--- src/rtl/psum_collector_pkg.sv ---
// Shared sizes and requantization helper for the PE-array output stages.
package psum_collector_pkg;

  localparam int unsigned DATA_SIZE        = 8;
  localparam int unsigned BIGGER_DATA_SIZE = 10;
  localparam int unsigned ACC_SIZE         = 16;

  // Arithmetic right shift, then clamp to the signed range of data_w bits.
  function automatic logic signed [31:0] sat_requant(input logic signed [31:0] acc,
                                                     input int unsigned        shift,
                                                     input int unsigned        data_w);
    logic signed [31:0] q;
    logic signed [31:0] hi;
    logic signed [31:0] lo;
    q  = acc >>> shift;
    hi = (32'sd1 <<< (data_w - 1)) - 32'sd1;
    lo = -(32'sd1 <<< (data_w - 1));
    if (q > hi) begin
      return hi;
    end else if (q < lo) begin
      return lo;
    end
    return q;
  endfunction

endpackage

--- src/rtl/psum_collector_if.sv ---
// Psum input stream and ofmap valid/ready output stream of the collector.
interface psum_collector_if import psum_collector_pkg::*; #(
  parameter int unsigned DATA_W = DATA_SIZE,
  parameter int unsigned PSUM_W = BIGGER_DATA_SIZE
) ();

  logic [PSUM_W-1:0] psum;
  logic              psum_valid;
  logic [DATA_W-1:0] ofmap;
  logic              ofmap_valid;
  logic              ofmap_ready;

  modport master (
    output psum, psum_valid, ofmap_ready,
    input  ofmap, ofmap_valid
  );

  modport slave (
    input  psum, psum_valid, ofmap_ready,
    output ofmap, ofmap_valid
  );

endinterface

--- src/rtl/psum_collector_ofmap_fifo.sv ---
// First-word-fall-through FIFO for finished ofmap values, with registered count.
module psum_collector_ofmap_fifo #(
  parameter int unsigned DATA_W     = 8,
  parameter int unsigned FIFO_DEPTH = 4
) (
  input  logic              clk_i,
  input  logic              rstn_i,
  input  logic              clear_i,
  input  logic              push_i,
  input  logic [DATA_W-1:0] data_i,
  input  logic              pop_i,
  output logic [DATA_W-1:0] data_o,
  output logic              full_o,
  output logic              empty_o
);

  localparam int unsigned AW = $clog2(FIFO_DEPTH);
  localparam int unsigned CW = AW + 1;

  logic [DATA_W-1:0] mem [FIFO_DEPTH];
  logic [AW-1:0]     wr_ptr_q, wr_ptr_d;
  logic [AW-1:0]     rd_ptr_q, rd_ptr_d;
  logic [CW-1:0]     count_q, count_d;
  logic              do_push, do_pop;

  assign empty_o = (count_q == '0);
  assign full_o  = (count_q == CW'(FIFO_DEPTH));

  // A push into a full FIFO is only taken when a pop frees a slot this cycle.
  assign do_pop  = pop_i & ~empty_o & ~clear_i;
  assign do_push = push_i & (~full_o | do_pop) & ~clear_i;

  always_comb begin
    wr_ptr_d = wr_ptr_q;
    rd_ptr_d = rd_ptr_q;
    count_d  = count_q;
    if (clear_i) begin
      wr_ptr_d = '0;
      rd_ptr_d = '0;
      count_d  = '0;
    end else begin
      if (do_push) wr_ptr_d = wr_ptr_q + AW'(1);
      if (do_pop)  rd_ptr_d = rd_ptr_q + AW'(1);
      if (do_push && !do_pop) count_d = count_q + CW'(1);
      if (!do_push && do_pop) count_d = count_q - CW'(1);
    end
  end

  always_ff @(posedge clk_i or negedge rstn_i) begin
    if (!rstn_i) begin
      wr_ptr_q <= '0;
      rd_ptr_q <= '0;
      count_q  <= '0;
    end else begin
      wr_ptr_q <= wr_ptr_d;
      rd_ptr_q <= rd_ptr_d;
      count_q  <= count_d;
    end
  end

  always_ff @(posedge clk_i) begin
    if (do_push) mem[wr_ptr_q] <= data_i;
  end

  assign data_o = empty_o ? '0 : mem[rd_ptr_q];

endmodule

--- src/rtl/psum_collector.sv ---
// Accumulates column psums over CHANNELS passes, applies ReLU/requantization
// and queues finished ofmap values behind a valid/ready interface.
module psum_collector import psum_collector_pkg::*; #(
  parameter int unsigned DATA_W     = DATA_SIZE,
  parameter int unsigned PSUM_W     = BIGGER_DATA_SIZE,
  parameter int unsigned ACC_W      = ACC_SIZE,
  parameter int unsigned CHANNELS   = 3,
  parameter int unsigned SHIFT      = 2,
  parameter int unsigned FIFO_DEPTH = 4
) (
  input  logic                clk_i,
  input  logic                rstn_i,
  psum_collector_if.slave     bus,
  input  logic                clear_i,
  input  logic                relu_en_i,
  output logic                overflow_o,
  output logic                busy_o
);

  localparam int unsigned CNT_W = (CHANNELS > 1) ? $clog2(CHANNELS) : 1;

  logic signed [ACC_W-1:0] acc_q, acc_d;
  logic        [CNT_W-1:0] ch_cnt_q, ch_cnt_d;
  logic                    overflow_q, overflow_d;
  logic signed [ACC_W-1:0] ext, sum, relu_v;
  logic signed [31:0]      q32;
  logic                    last, push, pop, fifo_full, fifo_empty;
  logic [DATA_W-1:0]       ofmap_data;
  logic [DATA_W-1:0]       requant;
  logic                    unused_q;

  assign ext  = ACC_W'($signed(bus.psum));
  assign last = (ch_cnt_q == CNT_W'(CHANNELS - 1));
  assign sum  = (ch_cnt_q == '0) ? ext : acc_q + ext;
  assign pop  = bus.ofmap_valid & bus.ofmap_ready;

  always_comb begin
    relu_v   = (relu_en_i && (sum < 0)) ? '0 : sum;
    q32      = sat_requant(32'(relu_v), SHIFT, DATA_W);
    requant  = q32[DATA_W-1:0];
    unused_q = ^q32[31:DATA_W];
  end

  always_comb begin
    acc_d      = acc_q;
    ch_cnt_d   = ch_cnt_q;
    overflow_d = overflow_q;
    push       = 1'b0;
    if (clear_i) begin
      acc_d      = '0;
      ch_cnt_d   = '0;
      overflow_d = 1'b0;
    end else if (bus.psum_valid) begin
      if (last) begin
        acc_d    = '0;
        ch_cnt_d = '0;
        push     = 1'b1;
      end else begin
        acc_d    = sum;
        ch_cnt_d = ch_cnt_q + CNT_W'(1);
      end
    end
    // Result lost: FIFO full and no slot freed this cycle.
    if (push && fifo_full && !pop) overflow_d = 1'b1;
  end

  always_ff @(posedge clk_i or negedge rstn_i) begin
    if (!rstn_i) begin
      acc_q      <= '0;
      ch_cnt_q   <= '0;
      overflow_q <= 1'b0;
    end else begin
      acc_q      <= acc_d;
      ch_cnt_q   <= ch_cnt_d;
      overflow_q <= overflow_d;
    end
  end

  psum_collector_ofmap_fifo #(
    .DATA_W     (DATA_W),
    .FIFO_DEPTH (FIFO_DEPTH)
  ) u_fifo (
    .clk_i   (clk_i),
    .rstn_i  (rstn_i),
    .clear_i (clear_i),
    .push_i  (push),
    .data_i  (requant),
    .pop_i   (pop),
    .data_o  (ofmap_data),
    .full_o  (fifo_full),
    .empty_o (fifo_empty)
  );

  assign bus.ofmap       = ofmap_data;
  assign bus.ofmap_valid = ~fifo_empty;
  assign overflow_o      = overflow_q;
  assign busy_o          = (ch_cnt_q != '0) | ~fifo_empty;

endmodule

--- src/flat_wrapper.sv ---
// flat-port wrapper written by rule: the top's interface ports become plain ports
module psum_collector_flat import psum_collector_pkg::*;
#(
  parameter int unsigned DATA_W     = DATA_SIZE,
  parameter int unsigned PSUM_W     = BIGGER_DATA_SIZE,
  parameter int unsigned ACC_W      = ACC_SIZE,
  parameter int unsigned CHANNELS   = 3,
  parameter int unsigned SHIFT      = 2,
  parameter int unsigned FIFO_DEPTH = 4
)
  (clk_i, rstn_i, clear_i, relu_en_i, overflow_o, busy_o, bus_psum, bus_psum_valid, bus_ofmap_ready, bus_ofmap, bus_ofmap_valid);
  psum_collector_if #(.DATA_W(DATA_W), .PSUM_W(PSUM_W)) bus_i ();
  input  logic clk_i;
  input  logic rstn_i;
  input  logic clear_i;
  input  logic relu_en_i;
  output logic overflow_o;
  output logic busy_o;
  input wire logic [$bits(bus_i.psum)-1:0] bus_psum;
  input wire logic [$bits(bus_i.psum_valid)-1:0] bus_psum_valid;
  input wire logic [$bits(bus_i.ofmap_ready)-1:0] bus_ofmap_ready;
  output wire logic [$bits(bus_i.ofmap)-1:0] bus_ofmap;
  output wire logic [$bits(bus_i.ofmap_valid)-1:0] bus_ofmap_valid;
  assign bus_i.psum = bus_psum;
  assign bus_i.psum_valid = bus_psum_valid;
  assign bus_i.ofmap_ready = bus_ofmap_ready;
  assign bus_ofmap = bus_i.ofmap;
  assign bus_ofmap_valid = bus_i.ofmap_valid;
  psum_collector #(.DATA_W(DATA_W), .PSUM_W(PSUM_W), .ACC_W(ACC_W), .CHANNELS(CHANNELS), .SHIFT(SHIFT), .FIFO_DEPTH(FIFO_DEPTH)) u_core (.clk_i(clk_i), .rstn_i(rstn_i), .bus(bus_i), .clear_i(clear_i), .relu_en_i(relu_en_i), .overflow_o(overflow_o), .busy_o(busy_o));
endmodule
--- config.mk ---
export PLATFORM = sky130hd
export DESIGN_NAME = psum_collector_flat
export DESIGN_NICKNAME = d
export VERILOG_FILES = /design/src/rtl/psum_collector_pkg.sv /design/src/rtl/psum_collector_if.sv /design/src/rtl/psum_collector_ofmap_fifo.sv /design/src/rtl/psum_collector.sv /design/src/flat_wrapper.sv
export SDC_FILE = /design/constraint.sdc
export NUM_CORES = 1
export LEC_CHECK = 0
export CORE_ASPECT_RATIO = 0.9
export CORE_UTILIZATION = 42
export DETAILED_ROUTE_END_ITERATION = 12
export GPL_TIMING_DRIVEN = 0
export PLACE_DENSITY = 0.61
export SLEW_MARGIN = 20
export SYNTH_ARGS = -nofsm -noshare
export SYNTH_HDL_FRONTEND = slang
export SYNTH_SLANG_ARGS = --single-unit
export TNS_END_PERCENT = 20
--- constraint.sdc ---
create_clock -name clk_i -period 7.7 [get_ports clk_i]
set_input_delay 0.77 -clock clk_i [delete_from_list [all_inputs] [get_ports clk_i]]
set_output_delay 0.77 -clock clk_i [all_outputs]
set_load 0.01 [all_outputs]
==> results of run 1 <==
## through the flow
step / hold WS (ns) / worst slack, ns / std cells / area (sq um)
floorplan: 0.443 / 4.64 / 342 / 3520
global placement: 0.457 / 3.57 / 467 / 3910
detailed placement: 0.465 / 3.58 / 467 / 3900
CTS: 0.471 / 3.93 / 483 / 4140
global route: 0.491 / 3.76 / 483 / 4140
finish: 0.459 / 3.88 / 483 / 4140
## logic make-up after synthesis
kind of cell / synth area share [%]
flip-flops: 45.8
multiplexers: 6.25
XOR/XNOR: 4.72
adder cells (fa/ha/maj): 7.89
AO/OA/AOI/OAI: 16.4
buffers and inverters: 2.45
AND/OR/NAND/NOR: 16.5
## final cells by class
cell class	count	area share (%)
clock buffers	9	2.99
repair buffers	26	6.16
multi-input cells	262	44.0
inverters	9	0.816
flip-flops and latches	58	38.9
plain buffers	13	1.27
clock inverters	7	2.81
well taps	99	2.99
## worst min-delay path by stage
stage	startpoint	to	slack [ns]	depth (start not counted)
finish	rstn_i	u_core.acc_q[6]	0.46	1
CTS	rstn_i	u_core.acc_q[6]	0.47	1
detailed placement	u_core.acc_q[0]	u_core.acc_q[0]	0.47	2
floorplan	u_core.acc_q[0]	u_core.acc_q[0]	0.44	2
global route	u_core.acc_q[0]	u_core.acc_q[0]	0.49	2
global placement	u_core.acc_q[0]	u_core.acc_q[0]	0.46	2
## routing by layer
metal,vias up,share of wire (%),track usage [%],wire [microns]
met1,1247,47,24.1,3610
met2,49,49,32.3,3710
met3,6,3.4,3.55,263
met5,-,0,0,0
met4,0,0.62,4.48,47
li1,1328,-,-,-
## worst max-delay path, cell delays in order
cell and delay, ns:
clkdlybuf4s50_1 0.66, ha_1 0.51, a21oi_1 0.41, o21ai_0 0.17, a31oi_1 0.15, o21ai_1 0.09
xor2_1 0.20, nor4_1 0.31, a311o_1 0.38, o21ai_1 0.20
## cell usage in the layout (no fill, tap or decap), drive strengths merged, types with 2 or more instances in the layout
master,count
a211oi,4
a21o,6
a21oi,23
a31oi,3
and2,17
and4,2
buf,4
bufinv,3
clkbuf,19
clkdlybuf4s50,25
clkinv,2
dfrtp,26
edfxtp,32
fa,2
ha,19
inv,10
mux2i,4
mux4,8
nand2,39
nand2b,4
nand3,5
nand3b,2
nand4,3
nor2,28
nor2b,3
nor3,6
nor3b,2
nor4,2
o211ai,3
o21a,2
o21ai,37
o22ai,2
or3,2
xnor2,9
xor2,10
## state kept, by name, summed over array words and instances, names as in the netlist
| register | flops |
|---|---|
| u_core.ch_cnt_q | 2 |
| u_core.overflow_o | 1 |
| u_core.acc_q | 16 |
| u_core.u_fifo.count_q | 3 |
| u_core.u_fifo.mem | 32 |
| u_core.u_fifo.wr_ptr_q | 2 |
| u_core.u_fifo.rd_ptr_q | 2 |
## power breakdown
group	total, mW	internal, mW	switching, mW	leakage, nW
Sequential	0.357	0.349	0.00810	0.642
Combinational	0.177	0.0692	0.108	0.841
Clock	0.342	0.215	0.127	0.120
Total	0.876	0.633	0.243	1.60
==> impl_metrics.csv, run 1 <==
group,metric,value,unit
run_status,status,"complete, but fails checks",
run_status,violations,"design-rule violations",
synth,ys_async_sr_fraction,44.8,%
global_route,grt_pass1_vias,2477,
synth,post-synth-top-area-cell,"edfxtp_1",
global_route,grt_overflow,0,
timing,finalSetupViolCount,0,
critical_path,worstSetupStartpoint,"bus_psum[9]",
cells_and_area,syn_to_final_growth,17.6,%
global_route,antenna_found_initial,0,
timing,setup_tns,0,ns
cells_and_area,multiInputGateArea,1820,sq um
synth,postSynthCellCount,342,
critical_path,r2r_end,"u_core.u_fifo.mem[2][2]",
floorplanning,start_util,43.4,%
critical_path,reg2reg_from,"u_core.acc_q[0]",
cells_and_area,num-fill-cells,749,
timing,finalMaxSlewViolations,0,
floorplanning,die_x,98.5,microns
cts,worstSkewPairLatency,0.33,ns
min_path,hp-class,"in2async",
power,powerDensity,212,nW/um^2
synth,ys_ff_latch,58,
power,totalPowerFinal,0.876,mW
cts,htreeDepth,3,
synth,yosysUniqueCellTypes,51,
cts,post_cts_resized,0,
synth,synth_area_per_cell,10.3,sq um
critical_path,critPathCaptureType,"flip-flop",
place,gp_congestion,0.857,
cells_and_area,drive_above_1_share,9.38,%
detailed_routing,wl_per_cell,15.8,microns
place,portBuffers,26,
run,maxCapViolCount,0,
critical_path,crit_type,"in2reg",
cells_and_area,regArea,1610,sq um
synth,synth-edff-count,32,
synth,yosys-top-cells-area,"edfxtp_1 (27%), dfrtp_1 (18%), ha_1 (6.7%), mux4_2 (5.1%), nand2_1 (4.2%)",
cts,postCtsHoldBufs,0,
critical_path,r2r_setup_slack,4.57,ns
cts,cts_buffers,9,
critical_path,path_max_fanout,10,
critical_path,worst_r2r_path_depth,11,
floorplanning,die_y,88.9,microns
floorplanning,coreArea,8110,sq um
floorplanning,rows,31,
detailed_routing,viasPerCell,5.45,
synth,seq_area_frac_synth,45.8,%
critical_path,crit_path_end,"u_core.u_fifo.mem[2][2]",
detailed_routing,firstDrtPassIters,10,
timing,fmax,262,MHz
synth,synth_area,3520,sq um
power,ir_drop,0.117,mV
timing,post-route-period-util,49.6,%
global_route,grt.total_usage,18.5,%
synth,yosysMostFrequentCell,"nand2_1",
detailed_routing,drcViolationCount,1,
cells_and_area,diodes,0,
detailed_routing,ant_nets,0,
power,p_leak,1.60,nW
place,dp_hpwl,5.55,mm
timing,max_slew.worst_pin.slew,0.808,ns
synth,synth.net_count,379,
cells_and_area,finalNetCount,416,
cts,clk_pin_slew,0.07,ns
cts,cts_sinks,58,
detailed_routing,num_vias,2630,
critical_path,crit_arrival,3.86,ns
synth,ys_warn_count,0,
synth,synth_top_area_share,27.3,%
timing,rsz0062_at_grt,"false",
cts,cts_max_path_buffers,2,
timing,period_needed,3.82,ns
detailed_routing,wl,7.63,mm
floorplanning,ios,27,
synth,synth.top_cells.by_count,"nand2_1 (39), edfxtp_1 (32), nor2_1 (28), o21ai_0 (27), dfrtp_1 (26)",
cts,postCtsSetupRepairBufs,0,
global_route,grt_max_degree,27,
critical_path,crit_required,7.74,ns
global_route,grt_pass1_wl,12.3,mm
cts,clockRootBuffer,"clkbuf_8",
detailed_routing,dr.first_iter.drc_count,125,
cts,cts_tree,"done",
timing,hold_viol,0,
critical_path,start_kind,"primary input",
floorplanning,die_area,8760,sq um
synth,yosys_most_used_dff,"edfxtp_1",
timing,relSlewSlack,46.1,%
cells_and_area,post-route-util,51.1,%
timing,skew,0.00996,ns
Power figures use the tool's default switching activity.
==> run 2: changes to the inputs <==
--- a/config.mk
+++ b/config.mk
@@ -9,7 +9,7 @@
 export CORE_UTILIZATION = 42
 export DETAILED_ROUTE_END_ITERATION = 12
 export GPL_TIMING_DRIVEN = 0
-export PLACE_DENSITY = 0.61
+export PLACE_DENSITY = 0.63
 export SLEW_MARGIN = 20
 export SYNTH_ARGS = -nofsm -noshare
 export SYNTH_HDL_FRONTEND = slang
==> constraint.sdc (replaced) <==
create_clock -name clk_i -period 3.35 [get_ports clk_i]
set_input_delay 0.335 -clock clk_i [delete_from_list [all_inputs] [get_ports clk_i]]
set_output_delay 0.335 -clock clk_i [all_outputs]
set_load 0.01 [all_outputs]
==> run 2 against run 1 <==
  * The run now ends clean
  * Global-route usage up 0.054 points
  * Final cell count unchanged
  * Routed wire length down 0.64%
  * Non-clock buffer count unchanged
  * Via count up 1.5%
  * Die area unchanged
  * Clock power up 90%
  * Clock skew down 0.00066 ns
  * Utilization about the same
  * First-iteration DRC count down 6.4%
==> impl_metrics.csv, run 2 (synthesized netlist as in run 1, its figures left out) <==
group,metric,value,unit
critical_path,crit_chain,"clkdlybuf4s50_1, ha_1, inv_1, fa_1, nand2b_1, a21oi_4, o31ai_4, o21ai_1, xor2_1, nor4_1, a311o_2, o21ai_1",
timing,finalMaxSlewViolations,0,
cts,htreeDepth,3,
timing,skew,0.00930,ns
global_route,grt.total_usage,18.6,%
critical_path,crit_required,3.48,ns
critical_path,critPathCaptureType,"flip-flop",
critical_path,critical_path.max_stage_delay,0.50,ns
floorplanning,coreArea,8110,sq um
critical_path,reg2reg_from,"u_core.acc_q[0]",
critical_path,r2r_end,"u_core.u_fifo.mem[1][6]",
cells_and_area,layout_commonest_cell,"nand2_1",
detailed_routing,firstDrtPassIters,6,
critical_path,path_max_fanout,7,
cells_and_area,largest_reg_flops,32,
cts,worstSkewPairLatency,0.34,ns
cells_and_area,syn_to_final_growth,17.6,%
detailed_routing,wl,7.58,mm
floorplanning,die_area,8760,sq um
cts,cts_sinks,58,
min_path,hp-class,"in2async",
critical_path,r2r_setup_slack,0.28,ns
timing,finalSetupViolCount,0,
cells_and_area,top_register,"u_core.u_fifo.mem",
power,ir_drop,0.214,mV
global_route,grt_overflow,0,
power,powerDensity,456,nW/um^2
cells_and_area,final_cell_mix,"nand2_1 (39), edfxtp_1 (32), nor2_1 (28)",
cells_and_area,largestRegisters,"u_core.u_fifo.mem: 32 flops, u_core.acc_q: 16 flops, u_core.u_fifo.count_q: 3 flops",
critical_path,cp_common_cell,"o21ai_1",
global_route,busiest_layer,"met2",
global_route,grt_max_degree,27,
cts,clockRootBuffer,"clkbuf_8",
floorplanning,ios,27,
power,totalPowerFinal,1.89,mW
global_route,antenna_found_initial,0,
critical_path,worst_r2r_path_depth,11,
detailed_routing,dr.first_iter.drc_count,117,
cts,postCtsSetupRepairBufs,0,
cells_and_area,diodes,0,
place,gp_congestion,0.832,
timing,hold-worst-slack,0.00686,ns
critical_path,cpLargestDelayFamily,"compound AO/OA/AOI/OAI gates",
place,portBuffers,26,
cells_and_area,num-fill-cells,709,
detailed_routing,num_vias,2670,
timing,period_needed,3.23,ns
timing,rsz0062_at_grt,"true",
global_route,grt_pass1_wl,12.3,mm
critical_path,crit_arrival,3.35,ns
cts,cts_tree,"done",
detailed_routing,ant_nets,0,
place,dp_hpwl,5.50,mm
cells_and_area,finalNetCount,416,
timing,post-route-period-util,96.3,%
critical_path,crit_buf_inv,2,
power,p_leak,1.59,nW
floorplanning,die_x,98.5,microns
floorplanning,rows,31,
cts,cts_buffers,9,
timing,hold_viol,0,
cells_and_area,drive_above_1_share,10.7,%
detailed_routing,viasPerCell,5.53,
global_route,grtUsageMet1,24.1,%
global_route,grt_pass1_vias,2517,
floorplanning,start_util,43.4,%
global_route,grt_use_met3,3.55,%
critical_path,crit_type,"in2reg",
detailed_routing,wl_per_cell,15.7,microns
run,maxCapViolCount,0,
critical_path,start_kind,"primary input",
global_route,grtUsageMet2,31.9,%
cts,cts_max_path_buffers,2,
critical_path,cp_slowest_cell,"a311o_2",
floorplanning,die_y,88.9,microns
timing,fmax,310,MHz
timing,max_slew.worst_pin.slew,0.797,ns
timing,relSlewSlack,46.7,%
detailed_routing,drcViolationCount,0,
run_status,status,"completed",
cts,clk_pin_slew,0.07,ns
[run 2: how the worst max path moves through the flow]
stage | start | endpoint | slack, ns | cells after the start
CTS | bus_psum[9] | u_core.u_fifo.mem[2][1] | 0.01 | 10
floorplan | bus_psum[0] | u_core.u_fifo.mem[0][1] | 0.72 | 11
finish | bus_psum[0] | u_core.u_fifo.mem[1][6] | 0.12 | 12
detailed placement | bus_psum[9] | u_core.u_fifo.mem[1][1] | -0.32 | 10
global placement | bus_psum[9] | u_core.u_fifo.mem[0][1] | -0.35 | 10
global route | bus_psum[0] | u_core.u_fifo.mem[3][5] | -0.03 | 12
[run 2: area by class of cell]
cell class / instances / area, sq um / share of cell area, %
Multi-Input combinational cell: 262 / 1860 / 44.9
Tap cell: 99 / 124 / 2.99
Clock inverter: 6 / 66.3 / 1.60
Timing Repair Buffer: 26 / 258 / 6.22
Inverter: 9 / 33.8 / 0.815
Buffer: 13 / 52.6 / 1.27
Sequential cell: 58 / 1610 / 38.9
Clock buffer: 10 / 138 / 3.32
[run 2: report_power, final]
group | internal [mW] | switching (mW) | total, mW
Clock | 0.363 | 0.286 | 0.649
Combinational | 0.163 | 0.255 | 0.419
Sequential | 0.803 | 0.0184 | 0.821
[run 2: repair_timing]
item,CTS,global route
hold endpoints to repair,0,0
hold buffers,0,0
setup endpoints to repair,0,28
resized for setup,0,8
[run 2: per-stage QoR]
| stage | util, % | cells | setup TNS (ns) | instance area, sq um | setup slack, ns |
|---|---|---|---|---|---|
| global placement | 48.2 | 467 | -9.26 | 3910 | -0.347 |
| detailed placement | 48.1 | 467 | -8.31 | 3900 | -0.322 |
| finish | 51.1 | 483 | 0 | 4140 | 0.124 |
| floorplan | - | 342 | 0 | 3520 | 0.724 |
| CTS | 50.6 | 483 | 0 | 4110 | 0.0111 |
| global route | 51.1 | 483 | -0.323 | 4140 | -0.0338 |
[run 2: layer usage]
metal / part of all wire [%] / routed length, microns / up-vias
li1: - / - / 1329
met1: 47 / 3600 / 1268
met2: 48 / 3600 / 65
met3: 3.8 / 290 / 8
met4: 1.1 / 86 / 0
met5: 0 / 0 / -
==> RTL change 1, RTL diff (config.mk and constraints of run 2) <==
`CHANNELS` is set to 3 in 2 places; all go to 2.
--- a/src/rtl/psum_collector.sv
+++ b/src/rtl/psum_collector.sv
@@ -4,7 +4,7 @@
   parameter int unsigned DATA_W     = DATA_SIZE,
   parameter int unsigned PSUM_W     = BIGGER_DATA_SIZE,
   parameter int unsigned ACC_W      = ACC_SIZE,
-  parameter int unsigned CHANNELS   = 3,
+  parameter int unsigned CHANNELS   = 2,
   parameter int unsigned SHIFT      = 2,
   parameter int unsigned FIFO_DEPTH = 4
 ) (
--- a/src/flat_wrapper.sv
+++ b/src/flat_wrapper.sv
@@ -4,7 +4,7 @@
   parameter int unsigned DATA_W     = DATA_SIZE,
   parameter int unsigned PSUM_W     = BIGGER_DATA_SIZE,
   parameter int unsigned ACC_W      = ACC_SIZE,
-  parameter int unsigned CHANNELS   = 3,
+  parameter int unsigned CHANNELS   = 2,
   parameter int unsigned SHIFT      = 2,
   parameter int unsigned FIFO_DEPTH = 4
 )
Check against the original RTL: not equivalent (a bounded check fails within 4 cycles, from zero or initial values and one cycle with rstn_i low).
==> RTL change 1 against run 2 <==
- first-iteration DRC count increased by 49%
- count of clock-buffer cells in the layout is 5 lower
- final area is 18% lower
- sequential cell count decreased by 7
- synthesized area decreased by 17%
- worst setup slack better by 0.59 ns
- global-route usage is 1.1 points lower
- total power down 17%
- register-to-register slack improved by 0.55 ns
- die area shrank 17%
- critical path depth shrank 5
- routed wire length down 24%
- critical endpoint is now u_core.u_fifo.mem[0][1]
- largest power group unchanged
==> RTL change 1: results (changes against run 2) <==
* Met3 GRT Util: 0.0290 (-0.00652)
* Hold Path Class: reg2reg
- The async set-or-reset flop fraction in the synthesized netlist was 0.373 (-0.0757).
- The clock-pin slew on the worst setup and hold paths was 0.09 ns (+0.02 ns).
* Count of placed standard cells in the final layout, fillers left out: 363 (-25%)
- The flow ran to the end, and the final reports show no timing, DRC or antenna violations.
* Dpl hpwl: 4190 um (-24%)
* Overall track demand over capacity in global routing: 0.175 (-0.0105)
- Switching portion of total power: 0.279 (-0.0172)
- Data arrival time at the worst-slack endpoint: 2.64 ns (-0.71 ns)
* Vias per inst: 5.33 (-3.5%)
- Net count, final: 302 (-27%)
- Crit Reg-Reg Endpoint: u_core.u_fifo.mem[0][1]
- Vias in the first global route: 1936 (-23%)
- The fraction of the yosys area taken by sequential cells was 0.493 (+0.0352).
- The slowest stage of the critical path is the clkdlybuf4s50_1 cell.
- The relative contribution of the clock network to total power was 0.278 (-0.066).
- Ratio of cells with drive above 1 in the final layout: 0.143 (+0.0361)
- The worst-case setup slack after placement is 0.411 ns (+0.733 ns).
- The transition time of the tightest slew-check pin was 0.921 ns (+0.123 ns).
- The routed length on met3 is 241 um (-17%).
- Counting instances in the post-synthesis netlist gives the leading cell types as edfxtp_1, dfrtp_1, nor2_1.
- The cell area reported after detailed placement came to 0.00328 mm2 (-16%).
* Static leakage: 1.27 nW (-20%)
- Input/output buffers: 25 (-3.8%)
* Complex-gate fraction of the synthesized area: 0.146 (-0.0186)
- The power share of the combinational group was 0.262 (+0.040).
- The post-synthesis mux area share is 0.0841 (+0.0216).
- The slack of the worst reg-to-reg path was 0.83 ns (+0.55 ns).
* Maximum vdd drop: 0.000197 V (-7.9%)
- The area share of xor/xnor cells in the synthesized design was 0.0270 (-0.0202).
- GRT met2 Usage: 0.296 (-0.0233)
* Startpoint of the most critical register-to-register path: u_core.acc_q[5]
- The global-route wire length before repair is 9780 um (-21%).
* Largest cells by area after synthesis: edfxtp_1, dfrtp_1, mux4_2
- Aggregate routed wire length: 5780 um (-24%)
- Met2 layer wire length in the routed design: 2710 um (-25%)
- The maximum clock skew at final layout was 0.00693 ns (-0.00236 ns).
- Pre-antenna DRT Iters: 4 (-2)
- The number of clock buffers inserted by TritonCTS is 5 (-4).
## RTL change 1: how the worst max path moves through the flow
stage                                from                      end  slack [ns]  depth (start not counted)
after global placement        bus_psum[5]  u_core.u_fifo.mem[0][4]        0.43                          7
final                         bus_psum[5]  u_core.u_fifo.mem[0][1]        0.72                          7
after CTS                     bus_psum[5]  u_core.u_fifo.mem[3][0]        0.74                          7
after floorplan           u_core.acc_q[5]  u_core.u_fifo.mem[0][6]        1.14                          6
after global routing          bus_psum[5]  u_core.u_fifo.mem[1][0]        0.57                          7
after detailed placement      bus_psum[5]  u_core.u_fifo.mem[0][0]        0.41                          7
## RTL change 1: final cells by class
class / instances / area (um2) / share of cell area
Buffer: 11 / 58.8 / 0.0173
Clock buffer: 5 / 68.8 / 0.0203
Clock inverter: 3 / 47.5 / 0.0140
Inverter: 8 / 30.0 / 0.00885
Multi-Input combinational cell: 170 / 1390 / 0.410
Sequential cell: 51 / 1440 / 0.423
Tap cell: 90 / 113 / 0.0332
Timing Repair Buffer: 25 / 250 / 0.0737
==> RTL change 2, RTL diff (settings of run 2) <==
Made on the original files. Make the reset (`rstn_i`) synchronous in 2 clocked blocks.
--- a/src/rtl/psum_collector_ofmap_fifo.sv
+++ b/src/rtl/psum_collector_ofmap_fifo.sv
@@ -46,7 +46,7 @@
     end
   end
 
-  always_ff @(posedge clk_i or negedge rstn_i) begin
+  always_ff @(posedge clk_i) begin
     if (!rstn_i) begin
       wr_ptr_q <= '0;
       rd_ptr_q <= '0;
--- a/src/rtl/psum_collector.sv
+++ b/src/rtl/psum_collector.sv
@@ -64,7 +64,7 @@
     if (push && fifo_full && !pop) overflow_d = 1'b1;
   end
 
-  always_ff @(posedge clk_i or negedge rstn_i) begin
+  always_ff @(posedge clk_i) begin
     if (!rstn_i) begin
       acc_q      <= '0;
       ch_cnt_q   <= '0;
Check against the original RTL: differs if rstn_i is asserted again (counterexample within 4 cycles, from zero or initial values and one cycle with rstn_i low); with rstn_i held inactive, the same outputs for 4 cycles.
==> RTL change 2 against run 2 <==
- clock power shrank 11%
- routed wire length grew 6.3%
- count of clock-buffer cells in the layout shrank 1
- fmax grew 1.0%
- largest cell class unchanged
- final area grew 5.4%
- total power shrank 13%
- die area grew 4.9%
- sequential cell count grew 2
- via count grew 2.8%
- synthesized area grew 5.0%
- non-clock buffer count grew 9
- worst setup slack gained 0.032 ns
- core utilization shrank 0.13 points
==> RTL change 2: results (changes against run 2) <==
- Origin of the worst setup path: bus_psum[0]
* Switching pwr: 470 uW (-16%)
- The logic depth of the worst register-to-register path is 13 (+2).
- Static leakage: 1.57 nW (-1.6%)
- Met2 layer wire length in the routed design: 3750 um (+4.0%)
- The maximum vdd drop is 0.000156 V (-27%).
* Status: complete, no violations
* Multiplexer share of the synthesized area: 0.0761 (+0.0136)
- Clock-pin slew was measured on the worst setup and hold paths at 0.08 ns.
- The fill cell total of the finished layout came to 789 (+11%).
- Xor and xnor area share after synthesis: 0.0237 (-0.0236)
- The final cell count without fillers came to 520 (+7.7%).
- In the post-synthesis netlist, the biggest area contributors are edfxtp_1, dfxtp_1, ha_1.
- Clock Path Buffers: 2 (unchanged)
- The count of buffers from port buffering is 26 (unchanged).
- The async set-or-reset flop fraction in the synthesized netlist came to 0 (-0.448).
- The routed length on met1 came to 4040 um (+12%).
- The cell area reported after detailed placement was 0.00411 mm2 (+5.3%).
- Reg-to-reg slack, setup: 0.29 ns
* Count of yosys warnings during synthesis: 0 (unchanged)
- The gate count of the mapped netlist was 355 (+3.8%).
- Vias: 2745 (+2.8%)
* CTS root buffer: clkbuf_8
- Number of buffers inserted during clock tree synthesis: 9 (unchanged)
- The count of inserted antenna diode cells is 0 (unchanged).
* Number of placed instances with taps included: 500 (+7.1%)
- Share of synthesized cell area in full adder, half adder and majority cells: 0.0785 (-0.000379)
- The placer's final routability congestion estimate came to 0.847 (+1.8%).
- The routed wire length came to 8050 um (+6.3%).
- The worst hold path belongs to the class reg2reg.
* Vias in the first global route: 2562 (+1.8%)
* Maximum number of pins on one net before global-route repair: 13 (-52%)
* Maximum clock skew at final layout: 0.0140 ns (+0.00466 ns)
- The number of antenna violations at the first check in global routing was 0 (unchanged).
* Transition time of the tightest slew-check pin: 0.684 ns (-0.114 ns)
- The fraction of the yosys area taken by sequential cells came to 0.411 (-0.0462).
- Distinct cells, synth: 73 (+43%)
* Data arrival time at the worst-slack endpoint: 3.25 ns (-0.10 ns)
* Critical-path maximum fanout: 7 (unchanged)
- Complex-gate fraction of the synthesized area: 0.193 (+0.0287)
- Wire length of the first global-routing pass: 12800 um (+4.1%)
- Startpoint of the most critical register-to-register path: u_core.acc_q[0]
- The detailed-router iteration count before antenna repair is 4 (-2).
- The global-route total usage across every layer came to 0.184 (-0.00189).
- Depth of the CTS H-tree: 3 (unchanged)
- The worst-case setup slack after placement is -0.410 ns (-0.0880 ns).
- The half-perimeter wire length after placement is 5950 um (+8.3%).
* Period minus WS final: 3.19 ns (-0.0320 ns)
- Commonest cells in the netlist: edfxtp_1, nor2_1, dfxtp_1
- Area share of the largest cell type after synthesis: 0.260 (-0.0130)
* Number of DRC markers after the initial detailed-route iteration: 107 (-8.5%)
- The routed length on met3 was 220 um (-24%).
* Net count, final: 434 (+4.3%)
- After detailed routing, no signal wire sits above met4.
- Final number of setup-violating endpoints: 0 (unchanged)
- Syn_nets: 393 (+3.7%)
* Ratio of cells with drive above 1 in the final layout: 0.170 (+0.0628)
* Cell with the largest stage delay on the worst path: clkdlybuf4s50_1
- Slowest Stage Delay on Critical Path: 0.43 ns (-0.07 ns)
==> RTL change 2: changes by cell type after synthesis, moves of 9 or more <==
cell,delta
nor2b_1,+19
and2_1,-13
dfxtp_1,+28
nand2_1,-25
nand2b_1,+9
dfrtp_1,-26
o21ai_0,-13
==> RTL change 2: final cells by class <==
type / instances / area, um2 / area share
Clock buffer: 9 / 124 / 0.0284
Multi-Input combinational cell: 264 / 2070 / 0.475
Tap cell: 119 / 149 / 0.0341
Timing Repair Buffer: 30 / 302 / 0.0690
Inverter: 13 / 48.8 / 0.0112
Buffer: 18 / 98.8 / 0.0226
Sequential cell: 60 / 1520 / 0.348
Clock inverter: 7 / 51.3 / 0.0117
==> RTL change 2: worst min path at each step <==
| stage | endpoint | slack (ns) | depth (start not counted) |
|---|---|---|---|
| 2_1_floorplan | u_core.acc_q[3] | 0.45 | 2 |
| 3_3_place_gp | u_core.acc_q[3] | 0.47 | 2 |
| 3_5_place_dp | u_core.acc_q[4] | 0.47 | 2 |
| 4_1_cts | u_core.acc_q[4] | 0.49 | 2 |
| 5_1_grt | u_core.acc_q[4] | 0.51 | 2 |
| 6_report | u_core.acc_q[4] | 0.49 | 2 |
==> RTL change 2: kinds of logic after synthesis <==
| kind of cell | Yosys count |
|---|---|
| compound gates | 96 |
| xor+xnor | 10 |
| fa+ha+maj | 22 |
| buf+inv | 31 |
| flops | 60 |
| mux | 18 |
| simple gates | 118 |
==> RTL change 2: worst max-delay path: cells and delay by family <==
family / cells / cell delay, ns
adder cells (fa/ha/maj): 2 / 0.48
AO/OA/AOI/OAI: 6 / 1.25
XOR/XNOR: 1 / 0.20
AND/OR/NAND/NOR: 1 / 0.06
buffers and inverters: 4 / 0.90
==> RTL change 2: repair_timing <==
item	CTS	global route
pin swaps	0	4
hold buffers	0	0
resized for setup	2	7
endpoints found under the setup margin	17	28
setup buffers	0	4
==> RTL change 2: layer usage <==
layer | GRT usage | vias to the layer above
met1 | 0.249 | 1316
met2 | 0.299 | 31
met4 | 0.0362 | 0
li1 | - | 1390
met3 | 0.0454 | 8
met5 | 0 | -
==> RTL change 2: power by group through the flow <==
stage	registers, mW	logic [mW]	clock network (mW)
final	0.797	0.273	0.580
after global routing	0.798	0.298	0.622
after CTS	0.797	0.253	0.593
after detailed placement	0.813	0.251	0
after global placement	0.813	0.246	0
after floorplan	0.811	0.178	0
